<file path="config.mk">
export PLATFORM = sky130hd
export DESIGN_NAME = sa_feeder
export DESIGN_NICKNAME = d
export VERILOG_FILES = /design/src/rtl/sa_feeder.sv
export SDC_FILE = /design/constraint.sdc
export NUM_CORES = 2
export LEC_CHECK = 0
export ABC_CLOCK_PERIOD_IN_PS = 108800
export CORE_AREA = 2 2 406 408
export CTS_CLUSTER_DIAMETER = 80
export DETAILED_ROUTE_END_ITERATION = 7
export DIE_AREA = 0 0 408 410
export PLACE_DENSITY_LB_ADDON = 0.05
export RECOVER_POWER = 50
export SYNTH_ARGS = -nofsm -noshare
export SYNTH_HDL_FRONTEND = slang
export SYNTH_SLANG_ARGS = --single-unit
export TNS_END_PERCENT = 20
</file>
<file path="constraint.sdc">
create_clock -name clk -period 108.8 [get_ports clk]
set_clock_uncertainty 0.2 [all_clocks]
set_input_delay 32.64 -clock clk [delete_from_list [all_inputs] [get_ports clk]]
set_output_delay 32.64 -clock clk [all_outputs]
set_load 0.03 [all_outputs]
</file>
<file path="src/rtl/sa_feeder.sv">
// Systolic-array feeder: skews operand beats into the array, drives the en/clc wavefront
// and drains stored sums row by row. Define SA_FEEDER_STATS_EN for stall_cnt/tile_cycles.

module sa_skew_line #(
  parameter int DW = 8,
  parameter int D  = 1
) (
  input  logic          clk,
  input  logic          rst,
  input  logic          en,
  input  logic [DW-1:0] d,
  output logic [DW-1:0] q
);
  logic [D:1][DW-1:0] pipe;

  always_ff @(posedge clk or posedge rst) begin
    if (rst) pipe <= '0;
    else if (en) begin
      pipe[1] <= d;
      for (int j = 2; j <= D; j++) pipe[j] <= pipe[j-1];
    end
  end

  assign q = pipe[D];
endmodule

module sa_feeder #(
  parameter int DATA_WIDTH = 8,
  parameter int NUM_ROW    = 16,
  parameter int NUM_COL    = 16,
  parameter int K_MAX      = 16,
  parameter int PE_LAT     = 1,
  localparam int DW        = DATA_WIDTH,
  localparam int KW        = $clog2(K_MAX + 1)
) (
  input  logic                         clk,
  input  logic                         rst,
  input  logic                         start,
  input  logic [KW-1:0]                k_len,
  input  logic                         op_valid,
  output logic                         op_ready,
  input  logic [NUM_ROW*DW-1:0]        a_col,
  input  logic [NUM_COL*DW-1:0]        b_row,
  output logic                         en,
  output logic [NUM_ROW:1][DW-1:0]     row_in,
  output logic [NUM_COL:1][DW-1:0]     col_in,
  output logic [NUM_ROW:1][NUM_COL:1]  clc,
  output logic [NUM_ROW:1]             row_out_valid,
  input  logic [NUM_COL:1][DW-1:0]     row_out,
  output logic                         res_valid,
  input  logic                         res_ready,
  output logic [NUM_COL*DW-1:0]        res_data,
  output logic                         res_last,
  output logic                         busy,
  output logic                         done,
  output logic                         err
`ifdef SA_FEEDER_STATS_EN
  ,
  output logic [31:0]                  stall_cnt,
  output logic [31:0]                  tile_cycles
`endif
);
  localparam logic [1:0] S_IDLE  = 2'd0;
  localparam logic [1:0] S_FEED  = 2'd1;
  localparam logic [1:0] S_FLUSH = 2'd2;
  localparam logic [1:0] S_DRAIN = 2'd3;
  localparam int FLUSH_N = NUM_ROW + NUM_COL - 2 + PE_LAT;
  localparam int FW      = $clog2(FLUSH_N + 1);

  logic [1:0]                state;
  logic [KW-1:0]             k_len_q, beat_cnt;
  logic [FW-1:0]             flush_cnt;
  logic [NUM_ROW:1]          sel;
  logic                      start_ok, feeding, last_beat, res_hs;
  logic [NUM_ROW:1][DW-1:0]  a_in;
  logic [NUM_COL:1][DW-1:0]  b_in;

  assign start_ok  = start && (k_len != '0) && (k_len <= KW'(K_MAX));
  assign feeding   = (state == S_FEED) && op_valid;
  assign op_ready  = (state == S_FEED);
  assign en        = feeding || (state == S_FLUSH);
  assign last_beat = feeding && (beat_cnt == k_len_q - KW'(1));
  assign busy      = (state != S_IDLE);

  // Outside an accepted beat the lines fill with zeros, which is what flushes them.
  assign a_in = feeding ? a_col : '0;
  assign b_in = feeding ? b_row : '0;

  assign res_valid     = (state == S_DRAIN);
  assign res_hs        = res_valid && res_ready;
  assign res_data      = row_out;
  assign res_last      = res_valid && sel[1];
  assign row_out_valid = sel;

  always_ff @(posedge clk or posedge rst) begin
    if (rst) begin
      state     <= S_IDLE;
      k_len_q   <= '0;
      beat_cnt  <= '0;
      flush_cnt <= '0;
      sel       <= '0;
      done      <= 1'b0;
      err       <= 1'b0;
    end else begin
      done <= 1'b0;
      err  <= 1'b0;
      case (state)
        S_IDLE: begin
          if (start_ok) begin
            k_len_q  <= k_len;
            beat_cnt <= '0;
            state    <= S_FEED;
          end else if (start) err <= 1'b1;
        end
        S_FEED: begin
          if (last_beat) begin
            flush_cnt <= '0;
            state     <= S_FLUSH;
          end else if (feeding) beat_cnt <= beat_cnt + KW'(1);
        end
        S_FLUSH: begin
          if (flush_cnt == FW'(FLUSH_N - 1)) begin
            sel          <= '0;
            sel[NUM_ROW] <= 1'b1;
            state        <= S_DRAIN;
          end else flush_cnt <= flush_cnt + FW'(1);
        end
        default: begin
          // sel shifts out to zero on the row-1 handshake, so it is idle-clean.
          if (res_hs) begin
            sel <= sel >> 1;
            if (sel[1]) begin
              state <= S_IDLE;
              done  <= 1'b1;
            end
          end
        end
      endcase
    end
  end

  for (genvar r = 1; r <= NUM_ROW; r++) begin : g_row
    if (r == NUM_ROW) begin : g_thru
      assign row_in[r] = a_in[r];
    end else begin : g_dly
      sa_skew_line #(.DW(DW), .D(NUM_ROW - r)) u_skew (
        .clk(clk), .rst(rst), .en(en), .d(a_in[r]), .q(row_in[r]));
    end
  end

  for (genvar c = 1; c <= NUM_COL; c++) begin : g_col
    if (c == NUM_COL) begin : g_thru
      assign col_in[c] = b_in[c];
    end else begin : g_dly
      sa_skew_line #(.DW(DW), .D(NUM_COL - c)) u_skew (
        .clk(clk), .rst(rst), .en(en), .d(b_in[c]), .q(col_in[c]));
    end
  end

  // Wavefront: PE(r,c) fires T en-cycles after the last beat; after that beat every cycle is an en-cycle.
  for (genvar r = 1; r <= NUM_ROW; r++) begin : g_clc_r
    for (genvar c = 1; c <= NUM_COL; c++) begin : g_clc_c
      localparam int T = (NUM_ROW - r) + (NUM_COL - c) + PE_LAT;
      if (T == 0) begin : g_now
        assign clc[r][c] = last_beat;
      end else begin : g_wave
        assign clc[r][c] = (state == S_FLUSH) && (flush_cnt == FW'(T - 1));
      end
    end
  end

`ifdef SA_FEEDER_STATS_EN
  always_ff @(posedge clk or posedge rst) begin
    if (rst) begin
      stall_cnt   <= '0;
      tile_cycles <= '0;
    end else if (state == S_IDLE && start_ok) begin
      stall_cnt   <= '0;
      tile_cycles <= '0;
    end else begin
      if (state == S_FEED && !op_valid && stall_cnt != '1) stall_cnt <= stall_cnt + 32'd1;
      if (state != S_IDLE && tile_cycles != '1) tile_cycles <= tile_cycles + 32'd1;
    end
  end
`endif
endmodule

</file>
Yosys cells after proc, flatten, opt, wreduce, memory -nomap -nowiden
Index checks and enable logic that the tools add are counted.

cells by class
  add/sub/neg operators = 3
  order comparisons = 1
  equality and inequality tests = 40
  multiplexer cells = 24
  bitwise gates (word level) = 1
  reductions and logical operators = 54

operators by type and width
  kind                   count
  $mux W128              2
  $eq A5 B5 Y1 const B   15
  $eq A5 B4 Y1 const B   8
  $logic_and A1 B1 Y1    37
  $mux W16               2
  $pmux W16 S2           1
  $mux W5                5
  $eq A5 B3 Y1 const B   4
  $pmux W5 S2            2
  $add A5 B1 Y5 const B  2
  $eq A5 B2 Y1 const B   2
  $mux W2                5
  $ne A2 B2 Y1 const B   4
  $reduce_bool A2 Y1     4
  $reduce_bool A4 Y1     2
  $mux W1                6
  $pmux W2 S3            1
  $reduce_and A3 Y1      2
  $eq A5 B1 Y1 const B   1
  $eq A5 B5 Y1           1
  $le A5 B5 Y1 const B   1
  $logic_not A5 Y1       1
  $reduce_and A5 Y1      1
  $reduce_bool A5 Y1     1
  other kinds (11)       13

storage, ports and cells
  flip-flop bits (word level) = 1955
  bits of input ports = 394
  output and inout bits = 663
  word-level logic and storage cells = 370

Logic depth before layout (Yosys ltp)
  depth in word-level cells = 5
  gate-level depth with buffers = 11
  gate-level depth less buffers = 8

Cells and area by module
From an unflattened synthesis, not the netlist that was laid out.

unflattened totals
  cell total of the unflattened synthesis = 5221
  area total of the unflattened synthesis = 84395.9 um2

modules (own cells, without submodules)
  module                                      instances  cells an instance  area an instance (um2)  sequential area each (um2)
  sa_skew_line at g_col[1].g_dly.u_skew ...   2          262                4551.9                  3002.9
  sa_skew_line at g_col[2].g_dly.u_skew ...   2          245                4240.3                  2802.7
  sa_skew_line at g_col[3].g_dly.u_skew ...   2          229                4176.5                  2602.5
  sa_skew_line at g_col[4].g_dly.u_skew ...   2          212                3828.7                  2402.3
  sa_skew_line at g_col[6].g_dly.u_skew ...   2          178                3438.3                  2001.9
  sa_feeder                                   1          913                6824.0                  875.8
  sa_skew_line at g_col[5].g_dly.u_skew ...   2          195                3407.0                  2202.1
  sa_skew_line at g_col[7].g_dly.u_skew ...   2          161                3090.5                  1801.7
  sa_skew_line at g_col[8].g_dly.u_skew ...   2          144                2742.6                  1601.5
  sa_skew_line at g_col[9].g_dly.u_skew ...   2          127                2307.2                  1401.3
  sa_skew_line at g_col[10].g_dly.u_skew ...  2          110                1924.3                  1201.2
  sa_skew_line at g_col[11].g_dly.u_skew ...  2          93                 1560.2                  1001.0
  sa_skew_line at g_col[12].g_dly.u_skew ...  2          77                 1408.9                  800.8
  sa_skew_line at g_col[13].g_dly.u_skew ...  2          60                 1061.0                  600.6
  +2 rows                                     n/a        n/a                n/a                     n/a

Least setup slack after synthesis
OpenSTA, ideal clock, no wires.

  kind = input port to output port
  start = input port op_valid
  end = output port en
  arrival = 33.747 ns
  required time = 75.960 ns
  slack = 42.213 ns
  stages on the path = 6
  path buffers = 3
  cells stage by stage = and2_1 > buf_4 > nor2_2 > inv_2 > clkbuf_1 > clkbuf_1

on the way
  longest elaborated chain between the ends = 2

RTL lines
  what                 RTL line  source
  from (decl)          40        input logic op_valid,
  $logic_and A1 B1 Y1  79        assign feeding = (state == S_FEED) && op_valid;
  $logic_or A1 B1 Y1   81        assign en = feeding || (state == S_FLUSH);
  to (decl)            44        output logic en,

Every way passes these cells.

Worst setup path after layout
Ends and elaborated chain as after synthesis.

==> out/results.tsv <==
metric	value	unit
status	finished, violations left	
violations	capacitance limit, slew limit	
maxCapViolCount	21	
antenna_found_initial	14	
finish.instance_area	90800	µm²
synth_commonest_cells	nand2_1, dfrtp_1, buf_4	
cts_sinks	1955	
numPortBuffers	800	
yosysTopAreaCell	dfrtp_1	
seq_area_frac_synth	61.9	%
num_vias	53600	
grt_max_degree	234	
hold_ws	0.256	ns
power_frac_comb	30.4	%
first_pass_iters	5	
synth_area_per_cell	8.80	µm²
synth_area_leaders	dfrtp_1, nand2_1, buf_4	
syn_to_final_growth	14.9	%
clockBufferDepth	3	
synth-seq-cells	1955	
synth_ff_type	dfrtp_1	
drtAntennaViolNets	0	
grt_overflow	0	
synth_top_cell_area_share	61.9	%
synthDistinctLibCells	43	
die_h	410	µm
required	75.96	ns
start_util	48.3	%
cts_root_buf	clkbuf_16	
finish.utilization	55.6	%
post-place-cells	11000	
reg2reg_slack	92.23	ns
synth-simple-area-share	27.9	%
hold_start	g_col[5].g_dly.u_skew.q[4]$_DFFE_PP0P_	
netlist_area	79000	µm²
die_x	408	µm
period_needed	75.64	ns
dpl_cell_area	84100	µm²
whs_endpoint	g_col[5].g_dly.u_skew.q[4]$_DFFE_PP0P_	
ctsHoldBuffers	0	
hold_depth	2	
core.rowCount	149	
final_cell_count_no_fill	11300	
cellPowerDensity	28.6	nW/µm²
cts.clk_slew.worst_paths	0.06	ns
dpl.hpwl	108	mm
cts_resized	0	
cp-start-kind	primary input	
crit_start	op_valid	
p_seq_share	42.6	%
setup_viol	0	
numCtsBuffers	202	
switchingPower	977	µW
synthesis.nets	9386	
cts_tree	yes	
r2r-end	g_row[12].g_dly.u_skew.q[5]$_DFFE_PP0P_	
slew_viol_final	2446	
p_sw_share	37.6	%
grt.total_usage	21.0	%
p_int	1.62	mW
min_path_type	reg -> reg	
layout.nets	9390	
cp_slowest_cell	clkinvlp_2	
post-route-drc-count	0	
synth_edf_count	0	
synthXorXnorAreaFrac	0.0760	%
tightest_slew	9.52	ns
synthCells	8981	
p_clk_share	27.0	%
fin_crit_sh	69.5	%
post-cts-setup-buffer-count	0	
totalWireLength	176	mm
synth_compound_area_share	1.81	%
crit_fanout	173	
synth_top_family_by_area	simple AND/OR/NAND/NOR gates	
core	163000	µm²
grt_pass1_vias	52100	
ff2ff_path_depth	10	
path_cells	dlygate4sd3_1 > and2_0 > nor2_1 > clkinvlp_2 > clkdlybuf4s50_1	
htree_levels	4	
place.gp.congestion	0.801	
power	2.60	mW
crit_path_end_kind	primary output	
yosys_warnings	0	
grt_pass1_wl	285	mm
cp.arrival	42.80	ns
yosys-mux-area-fraction	0.169	%
synthAdderAreaFrac	0.174	%
ys_async_sr_fraction	100	%
fillCellCount	15200	
cpPeakStageDelay	5.18	ns
r2r_start	state[1]$_DFFE_PP0P_	
layout-drive-gt1-share	4.14	%
p_leak	49.2	nW
vias_per_cell	4.73	
worstSkewPairLatency	0.81	ns
fmax	13.2	MHz
synth.most_common_cell	nand2_1	
fp.dieArea	167000	µm²
critPathKind	in -> out	
timing.setup.tns	0	ns
pre_cts_ws	40.24	ns
wl_per_cell	15.5	µm
fin_ws	33.16	ns
max_slew_margin	-535	%
rsz0062_at_grt	false	
drt_iter0_markers	4298	
hold_viol	0	
io_pins	1057	
ir_drop	0.0000457	V
==> area by class of cell <==
| class | count | area (µm²) | area share (%) |
|---|---|---|---|
| Sequential cell | 1955 | 48900 | 53.9 |
| Clock inverter | 56 | 636 | 0.700 |
| Tap cell | 2189 | 2740 | 3.02 |
| Clock buffer | 314 | 6240 | 6.87 |
| Multi-Input combinational cell | 5956 | 23800 | 26.2 |
| Inverter | 13 | 51.3 | 0.0565 |
| Timing Repair Buffer | 857 | 8430 | 9.28 |
| Antenna cell | 4 | 10.0 | 0.0110 |
==> how the worst max path moves through the flow <==
stage / endpoint
after floorplan: beat_cnt[0]$_DFFE_PP0P_
final: en
after CTS: en
after global placement: en
after global routing: en
after detailed placement: en
==> registers in the layout (all words and copies together), names as in the netlist <==
| register | count |
|---|---|
| g_col.g_dly.u_skew.q | 120 |
| beat_cnt | 5 |
| g_col.g_dly.u_skew.pipe | 840 |
| state | 2 |
| flush_cnt | 5 |
| g_row.g_dly.u_skew.pipe | 840 |
| err | 1 |
| k_len_q | 5 |
| row_out_valid | 16 |
| done | 1 |
| g_row.g_dly.u_skew.q | 120 |
==> metal layers <==
metal / share of wire [%] / global-route usage, % / up-vias
li1: - / - / 26600
met1: 45 / 28.4 / 25600
met2: 47 / 34.1 / 1061
met3: 5.1 / 4.80 / 294
met4: 2.4 / 5.76 / 16
met5: 0.058 / 0.345 / -
==> power groups by stage <==
stage | sequential [mW] | combinational, mW | clock [mW]
2_1_floorplan | 1.10 | 0.630 | 0
3_3_place_gp | 1.11 | 0.797 | 0
3_5_place_dp | 1.12 | 0.809 | 0
4_1_cts | 1.11 | 0.810 | 0.721
5_1_grt | 1.14 | 0.897 | 0.753
6_report | 1.11 | 0.790 | 0.701
==> cell usage in the layout (no fill, tap or decap), types with 6 or more instances in the layout <==
cell,Yosys,final
clkinv_2,0,36
clkdlybuf4s50_1,0,535
ha_1,11,10
o21ai_0,258,258
and3_1,23,23
nor3_1,9,9
dfrtp_1,1955,1955
buf_4,594,34
bufinv_16,0,9
clkbuf_16,0,208
nand3_1,7,7
dlygate4sd3_1,0,265
mux2_2,6,6
clkbuf_1,380,60
nand2_1,5306,5306
nand2b_1,260,260
inv_1,12,11
clkbuf_8,0,64
nor2_1,10,11
and2_1,28,26
==> kinds of logic after synthesis <==
logic type,after synthesis
xor+xnor,6
simple gates,5653
flops,1955
fa+ha+maj,11
mux,12
compound gates,274
buf+inv,1070
==> worst max-delay path, delay by kind of cell <==
family,cells,cell delay [ns]
buffers and inverters,3,7.59
AND/OR/NAND/NOR,2,2.23
Note: power is estimated with default switching activity, not from simulation.
